**src/rtl/hazard_controller.sv**
```systemverilog
// rtl/hazard_controller.sv - pipeline sequencer: stall/flush/enable control for the 5-stage core
// Holds RUN/MULT/HALT state and a multiply-latency counter; every output is decoded from them and the inputs.
module hazard_controller #(
   parameter int MULT_LATENCY = 4,
   parameter int CNT_W        = 3
) (
   input  logic       CLK,
   input  logic       nRST,
   input  logic       ihit,
   input  logic       dhit,
   input  logic       mem_dreq,
   input  logic       ex_mult,
   input  logic       ex_dread,
   input  logic [4:0] ex_rd,
   input  logic [4:0] id_rs1,
   input  logic [4:0] id_rs2,
   input  logic       mispredict,
   input  logic       wb_halt,
   output logic       pc_en,
   output logic       fd_en,
   output logic       fd_flush,
   output logic       de_en,
   output logic       de_flush,
   output logic       em_en,
   output logic       em_flush,
   output logic       mw_en,
   output logic       mult_start,
   output logic       halted
);

   typedef enum logic [1:0] {S_RUN, S_MULT, S_HALT} state_t;

   localparam bit             MULT_STALLS = (MULT_LATENCY > 1);
   localparam logic [CNT_W-1:0] CNT_LOAD  = CNT_W'(MULT_STALLS ? MULT_LATENCY - 2 : 0);
   localparam logic [CNT_W-1:0] CNT_ONE   = CNT_W'(1);

   state_t           state_q, state_d;
   logic [CNT_W-1:0] cnt_q, cnt_d;
   logic             memstall;
   logic             loaduse;

   assign memstall = mem_dreq & ~dhit;
   assign loaduse  = ex_dread & (ex_rd != 5'd0) & ((ex_rd == id_rs1) | (ex_rd == id_rs2));

   always_ff @(posedge CLK or negedge nRST) begin
      if (!nRST) begin
         state_q <= S_RUN;
         cnt_q   <= '0;
      end else begin
         state_q <= state_d;
         cnt_q   <= cnt_d;
      end
   end

   always_comb begin
      state_d    = state_q;
      cnt_d      = cnt_q;
      pc_en      = 1'b1;
      fd_en      = 1'b1;
      fd_flush   = 1'b0;
      de_en      = 1'b1;
      de_flush   = 1'b0;
      em_en      = 1'b1;
      em_flush   = 1'b0;
      mw_en      = 1'b1;
      mult_start = 1'b0;
      halted     = 1'b0;

      unique case (state_q)
         S_RUN: begin
            if (wb_halt) begin
               {pc_en, fd_en, de_en, em_en, mw_en} = '0;
               state_d = S_HALT;
            end else if (memstall) begin
               {pc_en, fd_en, de_en, em_en, mw_en} = '0;
            end else if (ex_mult && MULT_STALLS) begin
               // multiply occupies EX: freeze the front end and feed a bubble into MEM
               mult_start = 1'b1;
               pc_en      = 1'b0;
               fd_en      = 1'b0;
               de_en      = 1'b0;
               em_flush   = 1'b1;
               cnt_d      = CNT_LOAD;
               state_d    = S_MULT;
            end else if (ex_mult) begin
               mult_start = 1'b1;
            end else if (mispredict) begin
               fd_flush = 1'b1;
               de_flush = 1'b1;
            end else if (loaduse) begin
               pc_en    = 1'b0;
               fd_en    = 1'b0;
               de_flush = 1'b1;
            end else if (!ihit) begin
               pc_en    = 1'b0;
               fd_flush = 1'b1;
            end
         end

         S_MULT: begin
            // counter keeps running through memory stalls so only the release can be delayed
            cnt_d = (cnt_q == '0) ? '0 : cnt_q - CNT_ONE;
            if (wb_halt) begin
               {pc_en, fd_en, de_en, em_en, mw_en} = '0;
               state_d = S_HALT;
            end else if ((cnt_q == '0) && !memstall) begin
               state_d = S_RUN;
            end else if (memstall) begin
               {pc_en, fd_en, de_en, em_en, mw_en} = '0;
            end else begin
               pc_en    = 1'b0;
               fd_en    = 1'b0;
               de_en    = 1'b0;
               em_flush = 1'b1;
            end
         end

         S_HALT: begin
            {pc_en, fd_en, de_en, em_en, mw_en} = '0;
            halted = 1'b1;
         end

         default: begin
            state_d = S_RUN;
         end
      endcase
   end

endmodule

```
**config.mk**
```make
export PLATFORM = sky130hd
export DESIGN_NAME = hazard_controller
export DESIGN_NICKNAME = d
export VERILOG_FILES = /design/src/rtl/hazard_controller.sv
export SDC_FILE = /design/constraint.sdc
export NUM_CORES = 1
export LEC_CHECK = 0
export BUFFER_PORTS_ARGS = -buffer_cell sky130_fd_sc_hd__buf_2
export CAP_MARGIN = 0
export CORE_MARGIN = 8
export CORE_UTILIZATION = 37
export DETAILED_ROUTE_END_ITERATION = 10
export PLACE_DENSITY = 0.73
export SLEW_MARGIN = 20
export SYNTH_ARGS = -nofsm -noshare
export SYNTH_HDL_FRONTEND = slang
export SYNTH_SLANG_ARGS = --single-unit
```
**constraint.sdc**
```tcl
create_clock -name CLK -period 3.7 [get_ports CLK]
set_clock_uncertainty 0.1 [all_clocks]
set_input_delay 0.925 -clock CLK [delete_from_list [all_inputs] [get_ports CLK]]
set_output_delay 0.925 -clock CLK [all_outputs]
set_load 0.05 [all_outputs]
```
==> impl_metrics.env <==
export IMPL_path_class="input pin to output port"
export IMPL_worstPathMaxFanout=6
export IMPL_diodes=0
export IMPL_ys_ff_latch=5
export IMPL_cts_resized=0
export IMPL_period_minus_slack_ns=3.30
export IMPL_setup_tns_final_ns=0
export IMPL_fillCellCount=119
export IMPL_critPathBufInv=2
export IMPL_crit_path_end_kind="output port"
export IMPL_ant_nets=0
export IMPL_die_area_mm2=0.00275
export IMPL_hp_class="input pin to asynchronous set/reset pin"
export IMPL_syn_to_final_growth_pct=42.3
export IMPL_power_density_mw_per_mm2=525
export IMPL_yosys_top_cells_count="xor2_1 (10), nor2_1 (9), a21oi_1 (5), dfrtp_1 (5)"
export IMPL_maxCapViolations=0
export IMPL_synth_area_top_cells="dfrtp_1 (26%), xor2_1 (18%), nor2_1 (6.9%)"
export IMPL_ys_flop_type="dfrtp_1"
export IMPL_final_nets=122
export IMPL_mappedNetlistNets=87
export IMPL_syn_inst=63
export IMPL_routed_via_density=4.97
export IMPL_port_buffers=33
export IMPL_cp_required_ns=2.67
export IMPL_clock_power_share_pct=17.5
export IMPL_drive_above_1_share_pct=43.3
export IMPL_drt_total_wl_mm=1.35
export IMPL_fin_crit_sh_pct=89.2
export IMPL_async_reset_ff_share_pct=100
export IMPL_post_cts_buffers=0
export IMPL_netlist_area_um2=490
export IMPL_hold_slack_ns=0.383
export IMPL_synth_most_common_cell="xor2_1"
export IMPL_max_freq_mhz=303
export IMPL_cp_top_family="simple AND/OR/NAND/NOR gates"
export IMPL_drt_initial_drc_count=12
export IMPL_max_stage_delay_ns=0.40
export IMPL_fp_dieW_um=52.4
export IMPL_p_int_mw=0.170
export IMPL_r2r_start="cnt_q[0]"
export IMPL_synth_cell_types=26
export IMPL_arrival_ns=2.28
export IMPL_cp_startpoint="dhit"
export IMPL_tightestPinTransition_ns=0.514
export IMPL_cpMostUsedCell="buf_2"
export IMPL_grt_pass1_vias=567
export IMPL_path_clk_slew_ns=0.04
export IMPL_critPathSlowestCell="nor4_1"
export IMPL_hold_viol=0
export IMPL_synth_edff_count=0
export IMPL_avgSynthCellArea_um2=7.79
export IMPL_cts_root_buf="clkbuf_4"
export IMPL_ir_drop_v=0.000242
export IMPL_cts_buffers=3
export IMPL_rsz0062_at_grt="no"
export IMPL_overflow=0
export IMPL_p_sw_share_pct=53.5
export IMPL_clk_latency_ns=0.25
export IMPL_yosysTopAreaCellShare_pct=25.5
export IMPL_fp_dieH_um=52.4
export IMPL_antenna_found_initial=0
export IMPL_track_usage_pct=10.2
export IMPL_core_mm2=0.00127
export IMPL_io_pins=34
export IMPL_clockBufferDepth=2
export IMPL_cts_hold_buffers=0
export IMPL_post_drt_wl_per_cell_um=12.0
export IMPL_grt_pass1_wl_mm=2.19
export IMPL_vias=557
export IMPL_cts_sinks=5
export IMPL_p_leak_nw=0.358
export IMPL_setup_worst_path_start_class="input pin"
export IMPL_drc=0
export IMPL_cts_tree="yes"
export IMPL_grt_max_degree=11
export IMPL_hpwl_mm=1.12
export IMPL_pwr_share_comb_pct=56.4
export IMPL_start_util_pct=38.7
export IMPL_htreeDepth=1
export IMPL_ys_warn_count=0
export IMPL_synth_seq_area_share_pct=25.5
export IMPL_slew_headroom_pct=65.5
export IMPL_first_pass_iters=4
export IMPL_final_max_slew_viol_count=0
export IMPL_crit_chain="buf_2 > nand2b_1 > nand2_1 > nor4_1 > nor2_1 > a21oi_1 > buf_2"
export IMPL_status="finished, final reports clean"
export IMPL_setup_viol=0
export IMPL_p_switching_mw=0.196
export IMPL_synth_top_area_cell="dfrtp_1"
export IMPL_p_seq_share_pct=26.1
export IMPL_gp_congestion=0.798
export IMPL_num_rows=13
[through the flow]
step                      cells  area [um2]  worst slack (ns)  power, mW  utilization [%]
after CTS                   112         698             0.382      0.369             55.0
after global placement      108         672             0.432      0.300             53.0
after floorplan              63         503             0.222      0.257                -
after global routing        112         698             0.179      0.392             55.0
after detailed placement    108         672             0.392      0.303             53.0
final                       112         698             0.398      0.366             55.0
[registers in the layout (all words and copies together), names as in the netlist]
| signal | flops |
|---|---|
| cnt_q | 3 |
| state_q | 2 |
[area by class of cell]
cell class	count	area [um2]	share of cell area (%)
multi-input combinational	53	355	50.9
timing repair buffer	33	165	23.7
sequential	5	125	17.9
clock buffer	4	26.3	3.76
tap	15	18.8	2.69
inverter	2	7.51	1.08
[metal layers]
layer | track usage [%] | routed length, um
met1 | 12.1 | 610
met2 | 15.6 | 592
met3 | 3.69 | 116
met4 | 5.17 | 26
met5 | 0 | 0
[worst paths after layout]
kind / to / slack (ns) / cells past startpoint
max: pc_en / 0.40 / 7
min: state_q[1] / 0.38 / 1
max reg2reg: state_q[0] / 2.31 / 3
min reg2reg: cnt_q[2] / 0.43 / 1
max in group asynchronous: cnt_q[1] / 2.99 / 1
min in group CLK: cnt_q[2] / 0.43 / 1
[cell usage in the layout, fill, tap and decap left out, drive strengths merged]
master,instances
nor3,3
o21a,2
a2111oi,1
dfrtp,5
inv,2
nor4b,1
o21bai,1
nand2b,3
buf,33
a21oi,5
nor4,2
o21ai,4
a31oi,2
or2,1
a22oi,1
clkbuf,4
xor2,10
o31ai,1
nand2,2
o311a,1
nor2,9
nor2b,2
and3,1
or4,1
[cells by family (layout without fill, tap and decap cells)]
kind of cell | Yosys count | in the layout | share of synthesized area (%)
AOI/OAI and AO/OA | 18 | 18 | 25.0
xor gates and xnor gates | 10 | 10 | 17.9
buffers and inverters | 5 | 39 | 4.59
DFF | 5 | 5 | 25.5
and+or+nand+nor | 25 | 25 | 27.0
[power groups by stage]
stage,registers [mW],clock network [mW],logic [mW]
after detailed placement,0.0950,0,0.208
after global routing,0.0991,0.0695,0.223
after global placement,0.0941,0,0.206
after floorplan,0.0783,0,0.178
final,0.0954,0.0643,0.207
after CTS,0.0950,0.0654,0.208
Note: power is estimated with default switching activity, not from simulation.
